[src/rtl/switch_out_port.sv]
// -----------------------------------------------------------------------------
// switch_out_port
//
// Store-and-forward output port. Bytes arrive from the switching fabric and are
// written into a circular buffer. A packet becomes visible to the reader only
// when its last byte has been written (commit). Committed packets are then
// presented one byte at a time on port_out using a ready/read handshake. If a
// packet does not fit, all of its bytes are discarded, so a partial packet
// never reaches the port.
//
// Optional feature macro: SWITCH_OUT_DROP_CNT_EN adds the drop_cnt output, a
// saturating 16-bit count of discarded packets.
//
// Ports:
//   clk         clock, all logic on rising edge
//   rst_n       asynchronous active-low reset
//   in_data     byte from fabric
//   in_valid    in_data valid this cycle
//   in_last     qualifies in_valid: final byte of the packet
//   in_full     registered: occupancy >= DEPTH-1 (advisory to fabric)
//   port_out    current byte, valid while port_ready = 1 (registered)
//   port_ready  a byte of a committed packet is presented (registered)
//   port_read   consumer takes port_out at this edge
//   pkt_count   committed packets not yet fully read
//   drop_cnt    dropped-packet counter (SWITCH_OUT_DROP_CNT_EN only)
// -----------------------------------------------------------------------------
module switch_out_port #(
  parameter int DEPTH = 64
) (
  input  logic                       clk,
  input  logic                       rst_n,
  input  logic [7:0]                 in_data,
  input  logic                       in_valid,
  input  logic                       in_last,
  output logic                       in_full,
  output logic [7:0]                 port_out,
  output logic                       port_ready,
  input  logic                       port_read,
  output logic [$clog2(DEPTH):0]     pkt_count
`ifdef SWITCH_OUT_DROP_CNT_EN
  ,
  output logic [15:0]                drop_cnt
`endif
);

  localparam int AW = $clog2(DEPTH);
  localparam int PW = AW + 1;

  typedef enum logic [1:0] {
    IDLE = 2'd0,
    SEND = 2'd1,
    GAP  = 2'd2
  } state_t;

  // Buffer entry: {last flag, byte}. No reset on the array so it maps to RAM.
  logic [8:0]    mem_q [DEPTH];

  logic [PW-1:0] wr_ptr_q, wr_ptr_d;
  logic [PW-1:0] rd_ptr_q, rd_ptr_d;
  logic [PW-1:0] commit_ptr_q, commit_ptr_d;
  logic [PW-1:0] pkt_count_q, pkt_count_d;
  logic          drop_q, drop_d;
  logic          in_full_q;
  state_t        state_q, state_d;
  logic [7:0]    port_out_q;
  logic          port_last_q;
  logic          port_ready_q;

  logic [PW-1:0] occ;
  logic [PW-1:0] occ_next;
  logic          buf_full;
  logic          wr_en;
  logic          overflow;
  logic          pkt_push;
  logic          pkt_pop;
  logic          load;
  logic [AW-1:0] rd_addr;

  // ---------------------------------------------------------------------------
  // Write side
  // ---------------------------------------------------------------------------
  assign occ      = wr_ptr_q - rd_ptr_q;
  assign buf_full = (occ == PW'(DEPTH));
  assign wr_en    = in_valid && !drop_q && !buf_full;
  assign overflow = in_valid && !drop_q && buf_full;
  assign pkt_push = wr_en && in_last;

  always_comb begin
    wr_ptr_d     = wr_ptr_q;
    commit_ptr_d = commit_ptr_q;
    drop_d       = drop_q;
    if (wr_en) begin
      wr_ptr_d = wr_ptr_q + 1'b1;
      if (in_last) begin
        commit_ptr_d = wr_ptr_q + 1'b1;
      end
    end else if (overflow) begin
      // Throw away the uncommitted part of the packet. If this byte already
      // ends the packet there is nothing left to skip, so drop mode is not
      // entered.
      wr_ptr_d = commit_ptr_q;
      drop_d   = !in_last;
    end else if (in_valid && drop_q && in_last) begin
      drop_d = 1'b0;
    end
  end

  always_ff @(posedge clk) begin
    if (wr_en) begin
      mem_q[wr_ptr_q[AW-1:0]] <= {in_last, in_data};
    end
  end

  // ---------------------------------------------------------------------------
  // Read FSM
  // ---------------------------------------------------------------------------
  always_comb begin
    state_d  = state_q;
    rd_ptr_d = rd_ptr_q;
    pkt_pop  = 1'b0;
    load     = 1'b0;
    case (state_q)
      IDLE: begin
        if (pkt_count_q != '0) begin
          state_d = SEND;
          load    = 1'b1;
        end
      end
      SEND: begin
        if (port_read) begin
          rd_ptr_d = rd_ptr_q + 1'b1;
          if (port_last_q) begin
            pkt_pop = 1'b1;
            state_d = GAP;
          end else begin
            // Next byte of the same packet is already committed in the buffer.
            load = 1'b1;
          end
        end
      end
      GAP: begin
        state_d = IDLE;
      end
      default: begin
        state_d = IDLE;
      end
    endcase
  end

  // The output register is loaded from the address the read pointer will hold
  // after this edge, so the presented byte always tracks rd_ptr.
  assign rd_addr     = rd_ptr_d[AW-1:0];
  assign pkt_count_d = pkt_count_q + PW'(pkt_push) - PW'(pkt_pop);
  assign occ_next    = wr_ptr_d - rd_ptr_d;

  always_ff @(posedge clk or negedge rst_n) begin
    if (!rst_n) begin
      wr_ptr_q     <= '0;
      rd_ptr_q     <= '0;
      commit_ptr_q <= '0;
      pkt_count_q  <= '0;
      drop_q       <= 1'b0;
      in_full_q    <= 1'b0;
      state_q      <= IDLE;
      port_out_q   <= 8'h00;
      port_last_q  <= 1'b0;
      port_ready_q <= 1'b0;
    end else begin
      wr_ptr_q     <= wr_ptr_d;
      rd_ptr_q     <= rd_ptr_d;
      commit_ptr_q <= commit_ptr_d;
      pkt_count_q  <= pkt_count_d;
      drop_q       <= drop_d;
      in_full_q    <= (occ_next >= PW'(DEPTH - 1));
      state_q      <= state_d;
      port_ready_q <= (state_d == SEND);
      if (load) begin
        {port_last_q, port_out_q} <= mem_q[rd_addr];
      end
    end
  end

  assign in_full    = in_full_q;
  assign port_out   = port_out_q;
  assign port_ready = port_ready_q;
  assign pkt_count  = pkt_count_q;

  // ---------------------------------------------------------------------------
  // Optional drop counter: one count per discarded packet, saturating.
  // ---------------------------------------------------------------------------
`ifdef SWITCH_OUT_DROP_CNT_EN
  logic [15:0] drop_cnt_q;

  always_ff @(posedge clk or negedge rst_n) begin
    if (!rst_n) begin
      drop_cnt_q <= 16'h0000;
    end else if (overflow && (drop_cnt_q != 16'hFFFF)) begin
      drop_cnt_q <= drop_cnt_q + 16'h0001;
    end
  end

  assign drop_cnt = drop_cnt_q;
`else
  // Counter absent; drop behaviour above is unchanged.
`endif

endmodule

[config.mk]
export PLATFORM = sky130hd
export DESIGN_NAME = switch_out_port
export DESIGN_NICKNAME = d
export VERILOG_FILES = /design/src/rtl/switch_out_port.sv
export SDC_FILE = /design/constraint.sdc
export NUM_CORES = 1
export LEC_CHECK = 0
export ABC_AREA = 1
export BUFFER_PORTS_ARGS = -buffer_cell sky130_fd_sc_hd__clkbuf_2
export CORE_UTILIZATION = 35
export CTS_CLUSTER_DIAMETER = 50
export DETAILED_ROUTE_END_ITERATION = 8
export PLACE_DENSITY_LB_ADDON = 0.2
export SYNTH_ARGS = -nofsm -noshare
export SYNTH_HDL_FRONTEND = slang
export SYNTH_SLANG_ARGS = --single-unit
[constraint.sdc]
create_clock -name clk -period 3.5 [get_ports clk]
set_input_delay 0.35 -clock clk [delete_from_list [all_inputs] [get_ports clk]]
set_output_delay 0.35 -clock clk [all_outputs]
set_load 0.01 [all_outputs]
== Yosys cells after proc, flatten, opt, wreduce, memory -nomap -nowiden ==
Memory sizes are Yosys's and may differ from the RTL's. A register that Yosys moved wholly into a read port is not among the register bits.
Index checks and enable logic that the tools add are counted.
Storage, ports and cells
  flip-flop bits (word level): 33
  bits in writable memories: 576
  input bits: 13
  output and inout bits: 17
  logic and storage cells: 54
  memories kept: 1
Memory list
  mem_q: depth 64, width 9, read ports 1, clocked after memory_dff 1, write ports 1, RTL line 56  | logic [8:0] mem_q [DEPTH];
Operators by class
  add/subtract/negate cells: 6
  order comparisons: 1
  equal/unequal tests: 3
  multiplexer cells: 19
  bitwise operators: 1
  reduce and logical (&&, ||, !) cells: 15
Operator list (number)
  $mux 7: 4
  $add 7x1->7 const B: 2
  $sub 7x7->7: 2
  $mux 1: 10
  $add 7x1->7: 1
  $eq 7x7->1 const B: 1
  $ge 7x6->1 const B: 1
  $reduce_bool 7->1: 1
  $sub 7x1->7: 1
  $logic_and 1x1->1: 6
  $mux 2: 3
  $eq 2x1->1 const B: 2
  $logic_not 1->1: 4
  $pmux 2 s2: 1
  $reduce_and 2->1: 2
  $logic_not 2->1: 1
  $pmux 1 s2: 1
  $reduce_bool 2->1: 1
  $not 1->1: 1

== Logic depth before layout (Yosys ltp) ==
Gate-level depths: netlist of the first run.
  word-level depth: 7
  mapped depth: 24
  gate-level depth less buffers: 23

== Least setup slack after synthesis of the first run ==
Ideal clock, no wire load.
  kind: reg2reg
  start point: register wr_ptr_q[0]
  end point: register pkt_count_q[6] (netlist: pkt_count[6])
  setup time: 126 ps
  arrival: 3392 ps
  data required time: 3374 ps
  setup slack: -18 ps
  stages on the path, launching flop included: 23
  buffers on the path: 2
  period minus slack after synthesis: 3518 ps
  cells stage by stage: dfrtp_1 > clkbuf_1 > inv_1 > ha_1 > nand2_1 > nor2_1 > nand3_1 > nor3_1 > nand2_1 > nand2_1 > inv_1 > nand2_1 > buf_2 > ha_1 > inv_1 > ha_1 > inv_1 > fa_1 > o21ai_0 > nand2_1 > a21oi_1 > nor2_1 > xor2_1
On the way
  cells in the longest elaborated chain, start to end: 7
RTL lines
  from (decl): RTL line 58  | logic [PW-1:0] wr_ptr_q, wr_ptr_d;
  from (signal assigned): RTL line 169  | wr_ptr_q <= wr_ptr_d;
  $sub 7x7->7: RTL line 82  | assign occ = wr_ptr_q - rd_ptr_q;
  $eq 7x7->1: RTL line 83  | assign buf_full = (occ == PW'(DEPTH));
  $logic_not 1->1: RTL line 84  | assign wr_en = in_valid && !drop_q && !buf_full;
  $logic_and 1x1->1: RTL line 84
  $logic_and 1x1->1: RTL line 86  | assign pkt_push = wr_en && in_last;
  $add 7x1->7: RTL line 153  | assign pkt_count_d = pkt_count_q + PW'(pkt_push) - PW'(pkt_pop);
  $sub 7x1->7: RTL line 153
  net pkt_count_d[6]: RTL line 61  | logic [PW-1:0] pkt_count_q, pkt_count_d;
  to (signal assigned): RTL line 172  | pkt_count_q <= pkt_count_d;
  to (decl): RTL line 61
The timed path passes the listed nets, and every way through them passes these cells.
A chain may end at the register's enable or synchronous reset.

== Final worst setup path of the first run ==
  start point: register wr_ptr_q[3]
  end point: register in_full_q (netlist: in_full)
On the way
  cells in the longest elaborated chain, start to end: 7
  elaborated cells on any way between the ends: 10
  classes of those cells: add/sub (3); order compare (1); eq/ne (1); mux (2); reduce/logical (3)
RTL lines
  $sub 7x7->7 (*): RTL line 82
  $eq 7x7->1 (*): RTL line 83
  $logic_and 1x1->1 / $logic_not 1->1 (equally long branches): RTL line 85, 84
  $mux 7 / $logic_and 1x1->1 (equally long branches): RTL line 97, 84
  $mux 7 (*): RTL line 92  | if (wr_en) begin
  net wr_ptr_d[2]: RTL line 58
  $sub 7x7->7 (*): RTL line 154  | assign occ_next = wr_ptr_d - rd_ptr_d;
  $ge 7x6->1 (*): RTL line 174  | in_full_q <= (occ_next >= PW'(DEPTH - 1));
  to (signal assigned): RTL line 174
  to (decl): RTL line 63  | logic in_full_q;
Mark *: on every way through the listed nets, which the timed path passes. The rest lies on a longest branch.

==> reports/qor.csv, run 1 <==
metric,value,unit
status,"complete, no violations",
mapped cell area,0.02793,mm²
Max Clk Rate,306.7,MHz
drt total wl,76.99,mm
CP startpoint,wr_ptr_q[3]$_DFF_PN0_,
Post-synth top flop,edfxtp_1,
CP endpoint kind,register,
area of the multi-input gates,0.007269,mm²
vias per std cell,4.905,
H-tree levels,3,
"Arr. time, crit path",3.81,ns
"Warnings, synthesis",0,
"reg-to-reg slack, setup",0.24,ns
CP required,4.05,ns
worst slew pin tran,1.151,ns
DRC,0,
Worst slew margin,0.2325,
share of the synthesized area in the top cell type,0.6193,
Clock Tree Root,clkbuf_16,
clock buffer depth,3,
Final Critical Period,3.260,ns
Clock Skew,0.02119,ns
Port Buf Inserts,29,
mean post-synth cell area,10.41,µm²
highest net fanout along the worst path,4,
number of antenna diodes,0,
Seq cells post-synth,618,
Placer Congestion,0.9050,
nets,2781,
Overflow after GRT,0,
largest area contributor in the synthesized netlist,edfxtp_1,
All-Layer GR Usage,0.1918,
Post-DP Area,0.02951,mm²
"Net Count, Synth",2720,
CTS tree,done,
Crit Path Class,reg2reg,
FF-to-FF Start,wr_ptr_q[3]$_DFF_PN0_,
first-pass GRT wire length,117.0,mm
post-placement cell count,3705,
fill cell count,7580,
Initial DRC Count,1518,
CP Launch Type,register,
IO Count,30,
crit share post-route,0.9315,
largest net degree at the start of global routing,145,
"top cells by area, synth","edfxtp_1, nand3_1, nand2_1",
Fin. Hold Viols,0,
Gate Count Post-Synth,2682,
Worst R2R End,in_full$_DFF_PN0_,
layout cells sized above 1,0.09843,
final instance area,0.03224,mm²
Worst Hold Class,in2reg,
Reg area,0.01835,mm²
setup TNS,0,ns
antenna violations before repair,1,
vias post-DR,18900,
DP Wirelength,46.76,mm
Initial Util,0.3536,
"Distinct cells, synth",35,
pwr/cell area,884.4,mW/mm²
Pleak,13.13,nW
Die Area,0.08093,mm²
PnR worst setup slack,0.2398,ns
MaxCap Viol Count,0,
fin. max-slew vios,0,
clock transition at the registers of the reported paths,0.05,ns
pre-CTS setup slack,0.0007834,ns
hold slack,0.1077,ns
first-pass iteration count of the detailed router,5,
DIE WIDTH,284.5,µm
RSZ-0062 raised after global routing,yes,
Avg WL per Cell,19.98,µm
"Power, Total",28.52,mW
register area share after synthesis,0.6569,
Area Overhead vs Synth,15.44,%
Max VDD drop,0.5801,mV
crit path capture,in_full$_DFF_PN0_,
vias in the first global route,18600,
Post-DRT Antenna Nets,0,
number of synthesized flops with an enable pin,576,
die height,284.5,µm
Worst Reg-to-Reg Cells,20,
Final Setup Violations,0,
final core occ,0.4081,
CTS buffer count,77,
Clock Sinks,618,
# rows,103,
clk_lat worst skew,0.61,ns
asr flop ratio synth,0.06796,
core area,0.07900,mm²
"number of standard cells in the layout, taps in and fillers out",3854,
## cells in the final DEF, fill, tap and decap left out, drive strengths merged, types with 23 or more instances in the layout
cell / synthesis / layout
buf: 108 / 96
clkbuf: 31 / 116
clkinv: 3 / 33
dfrtp: 42 / 42
edfxtp: 576 / 576
ha: 23 / 23
inv: 471 / 480
nand2: 571 / 571
nand3: 573 / 573
nand3b: 126 / 126
nor2: 86 / 86
## critical path: stages, from the launching register on
cell and delay (ns):
dfrtp_1 0.41, ha_4 0.28, nor2_1 0.05, o21ai_1 0.14, nand3_1 0.15, nor3_4 0.26
nand2_2 0.11, nand2_4 0.09, inv_2 0.08, nand2_1 0.07, o221ai_2 0.10, ha_1 0.34
nand2_1 0.08, nor2_1 0.05, a211oi_2 0.26, nor2_1 0.08, o21ai_1 0.14, nand2_1 0.08
xnor2_1 0.11, or2_2 0.27, nand2_1 0.06
## cells in the mapped netlist (2+ instances only)
cell type  count
buf_4          8
edfxtp_1     576
buf_1         19
nor2_1        86
o21ai_1        2
a21oi_1       11
a211oi_1       2
nand4_1        3
clkbuf_1      31
clkinv_1       3
xnor2_1        8
xor2_1        10
ha_1          23
nand3_1      572
inv_1        465
fa_1           2
nand2_1      568
buf_2         74
o22ai_1        2
dfrtp_1       42
o21ai_0       13
o221ai_1       3
nand3b_1     126
inv_2          6
buf_6          7
nand2_4        2
nor3_1        10
## layout make-up
type                       count  share of cell area
timing repair buffer         121             0.03124
multi-input combinational   1451              0.2255
clock inverter                47             0.01401
tap                         1050             0.04075
inverter                     474             0.05526
clock buffer                  93             0.06426
sequential                   618              0.5690
## worst min path at each step
stage          cells past startpoint                     endpoint                    start
5_1_grt                            3         state_q[1]$_DFF_PN0_                port_read
4_1_cts                            3         state_q[1]$_DFF_PN0_                port_read
3_5_place_dp                       2      port_out[4]$_DFFE_PN0P_  port_out[4]$_DFFE_PN0P_
6_report                           3         state_q[1]$_DFF_PN0_                port_read
3_3_place_gp                       2      port_out[4]$_DFFE_PN0P_  port_out[4]$_DFFE_PN0P_
2_1_floorplan                      0  commit_ptr_q[0]$_DFFE_PN0P_                    rst_n
## repair_timing
item | 4_1_cts | 5_1_grt
endpoints found under the hold margin | 43 | 0
endpoints found under the setup margin | 1 | 3
buffers inserted | 0 | 7
gates resized for setup | 1 | 33
hold buffers | 2 | 0
pin swaps | 0 | 19
## registers in the layout (all words and copies together) (netlist names), 2 cells and up
signal        count
mem_q           576
state_q           2
rd_ptr_q          7
pkt_count         7
commit_ptr_q      7
port_out          8
wr_ptr_q          7
## metal layers
| metal | global-route usage | vias up | routed length [µm] |
|---|---|---|---|
| met1 | 0.2598 | 9262 | 34700 |
| met4 | 0.06465 | 0 | 2119 |
| met3 | 0.02761 | 121 | 3639 |
| met2 | 0.3148 | 476 | 36540 |
| met5 | 0 | - | 0 |
| li1 | - | 9043 | - |
## logic make-up (layout without fill, tap and decap cells)
| kind of cell | Yosys count | after routing | synth area share |
|---|---|---|---|
| simple gates | 1371 | 1371 | 0.2290 |
| flops | 618 | 618 | 0.6569 |
| buf+inv | 613 | 735 | 0.08865 |
| compound gates | 37 | 37 | 0.008019 |
| fa+ha+maj | 25 | 25 | 0.01174 |
| xor+xnor | 18 | 18 | 0.005644 |
## where the power goes
group	leakage, nW	switching [mW]	internal (mW)
Combinational	6.20	8.20	3.67
Clock	1.24	3.16	4.70
Sequential	5.69	0.241	8.54
Power figures use the tool's default switching activity.
==> run 2: changes to the inputs <==
- clock period: 3.5 -> 4.15 ns (I/O delays scaled with it)
==> run 2 against run 1 <==
Effect of this change: sequential share of layout area grew 0.46 points; non-clock buffer count rose by 5; largest power group unchanged; fmax shrank 14%; die area is the same; critical path depth fell by 1; setup slack better by 0.10 ns; critical endpoint unchanged; hold slack worse by 0.068 ns; critical path type unchanged.
==> reports/qor.csv, run 2 (same netlist as run 1, synthesis figures left out) <==
metric,value,unit,change
clock buffer depth,3,,unchanged
"Arr. time, crit path",4.30,ns,+0.49 ns
Max VDD drop,0.6613,mV,+14%
DRC,0,,unchanged
number of antenna diodes,0,,unchanged
"number of standard cells in the layout, taps in and fillers out",3849,,-0.13%
antenna violations before repair,5,,+4
CP required,4.64,ns,+0.59 ns
Initial Util,0.3536,,unchanged
uppermost layer routed,met5,,
CTS tree,done,,
Clock Sinks,618,,unchanged
largest net degree at the start of global routing,145,,unchanged
clk_lat worst skew,0.61,ns,about the same
nets,2785,,+0.14%
setup TNS,0,ns,unchanged
H-tree levels,3,,unchanged
CP Launch Type,register,,
Final Setup Violations,0,,unchanged
status,"complete, no violations",,
Initial DRC Count,1838,,+21%
crit share post-route,0.9170,,-0.01450
layout cells sized above 1,0.09039,,-0.008041
core area,0.07900,mm²,unchanged
DP Wirelength,48.23,mm,+3.1%
Avg WL per Cell,20.84,µm,+4.3%
vias post-DR,19170,,+1.4%
Clock Skew,0.02415,ns,+0.002957 ns
first-pass iteration count of the detailed router,6,,+1
pwr/cell area,736.4,mW/mm²,-17%
Pleak,13.10,nW,-0.22%
Area Overhead vs Synth,14.51,%,
Placer Congestion,0.8413,,-7.0%
clock transition at the registers of the reported paths,0.06,ns,about the same
Worst slew margin,0.2052,,-0.02730
# rows,103,,unchanged
"commonest non-fill, non-tap cell in the layout",edfxtp_1,,
Worst Hold Class,in2reg,,
fin. max-slew vios,0,,unchanged
RSZ-0062 raised after global routing,no,,
DR WL met3,5.695,mm,+56%
Overflow after GRT,0,,unchanged
highest net fanout along the worst path,8,,+4
post-placement cell count,3718,,+0.35%
max reg flops,576,,unchanged
DIE WIDTH,284.5,µm,unchanged
Final Critical Period,3.806,ns,+0.5453 ns
Port Buf Inserts,29,,unchanged
CP endpoint kind,register,,
Post-DRT Antenna Nets,0,,unchanged
Max Clk Rate,262.8,MHz,-14%
Fin. Hold Viols,0,,unchanged
first-pass GRT wire length,119.8,mm,+2.4%
MaxCap Viol Count,0,,unchanged
IO Count,30,,unchanged
vias in the first global route,18440,,-0.82%
Crit Path Class,reg2reg,,
vias per std cell,4.980,,+1.5%
Die Area,0.08093,mm²,unchanged
worst slew pin tran,1.188,ns,+0.03656 ns
most frequent cells in the layout,"edfxtp_1, nand3_1, nand2_1",,
met2 wire length,36.34,mm,-0.55%
All-Layer GR Usage,0.1984,,+0.006618
Clock Tree Root,clkbuf_16,,
die height,284.5,µm,unchanged
routed length on met1,35.51,mm,+2.4%
CTS buffer count,76,,-1.3%
"Power, Total",23.55,mW,-17%
drt total wl,80.20,mm,+4.2%
-- run 2: cell types whose count changed in the layout (fill, tap and decap cells not counted), sizes merged --
cell         delta
inv             -6
clkinv         -10
clkinvlp        +5
buf             +8
dlygate4sd3     -1
bufinv          -1
-- run 2: path summary, 6_finish.rpt --
kind                       cells after the start  slack [ns]                        start                     endpoint
min reg2reg                                    2        0.49  commit_ptr_q[1]$_DFFE_PN0P_  commit_ptr_q[1]$_DFFE_PN0P_
max in group asynchronous                      3        3.28                        rst_n        wr_ptr_q[3]$_DFF_PN0_
max reg2reg                                   19        0.34        wr_ptr_q[4]$_DFF_PN0_            in_full$_DFF_PN0_
min                                            2        0.04                     in_valid           drop_q$_DFFE_PN0P_
min in group asynchronous                      3        0.46                        rst_n        rd_ptr_q[4]$_DFF_PN0_
max                                           19        0.34        wr_ptr_q[4]$_DFF_PN0_            in_full$_DFF_PN0_
-- run 2: critical path, cell delays in order (launching register included) --
cell and delay, ns:
dfrtp_1 0.47, ha_1 0.35, inv_1 0.08, a21oi_1 0.06, a21oi_1 0.12, nand3_1 0.09
nor3_1 0.31, nand3_1 0.33, inv_1 0.15, a21oi_1 0.11, ha_1 0.25, fa_1 0.43
o21ai_0 0.27, nand2_1 0.11, nand2_1 0.08, a21oi_1 0.07, xnor2_1 0.18, nand4_1 0.13
nand2_1 0.08, nand2_1 0.05
-- run 2: per-layer routing --
layer	vias up	global-route usage
li1	9039	-
met2	642	0.3066
met4	4	0.07419
met5	-	0
met3	144	0.03820
met1	9339	0.2760
-- run 2: repair_timing --
item	4_1_cts	5_1_grt
endpoints found under the setup margin	0	1
setup buffers	0	0
hold buffers	1	0
gates resized for setup	0	1
hold endpoints to repair	42	0
-- run 2: area by class of cell --
| type | count | area [µm²] |
|---|---|---|
| Timing Repair Buffer | 126 | 975.9 |
| Clock inverter | 35 | 342.8 |
| Sequential cell | 618 | 18350 |
| Fill cell | 7558 | 47020 |
| Clock buffer | 95 | 2077 |
| Inverter | 474 | 1782 |
| Multi-Input combinational cell | 1451 | 7144 |
| Tap cell | 1050 | 1314 |
-- run 2: stage by stage --
step,instance area [µm²],util,worst slack [ns],hold WS (ns)
after detailed placement,29550,0.3740,0.3920,0.4797
after floorplan,27930,-,0.6321,0.1194
after CTS,31980,0.4048,0.3551,0.008150
after global routing,31980,0.4049,0.01844,0.02045
after global placement,29550,0.3740,0.4054,0.4807
final,31980,0.4049,0.3445,0.03932
-- run 2: report_power, final --
group | switching, mW | internal [mW] | total, mW
clock | 2.58 | 3.86 | 6.44
sequential | 0.256 | 7.20 | 7.46
combinational | 6.95 | 2.71 | 9.66
total | 9.78 | 13.8 | 23.6
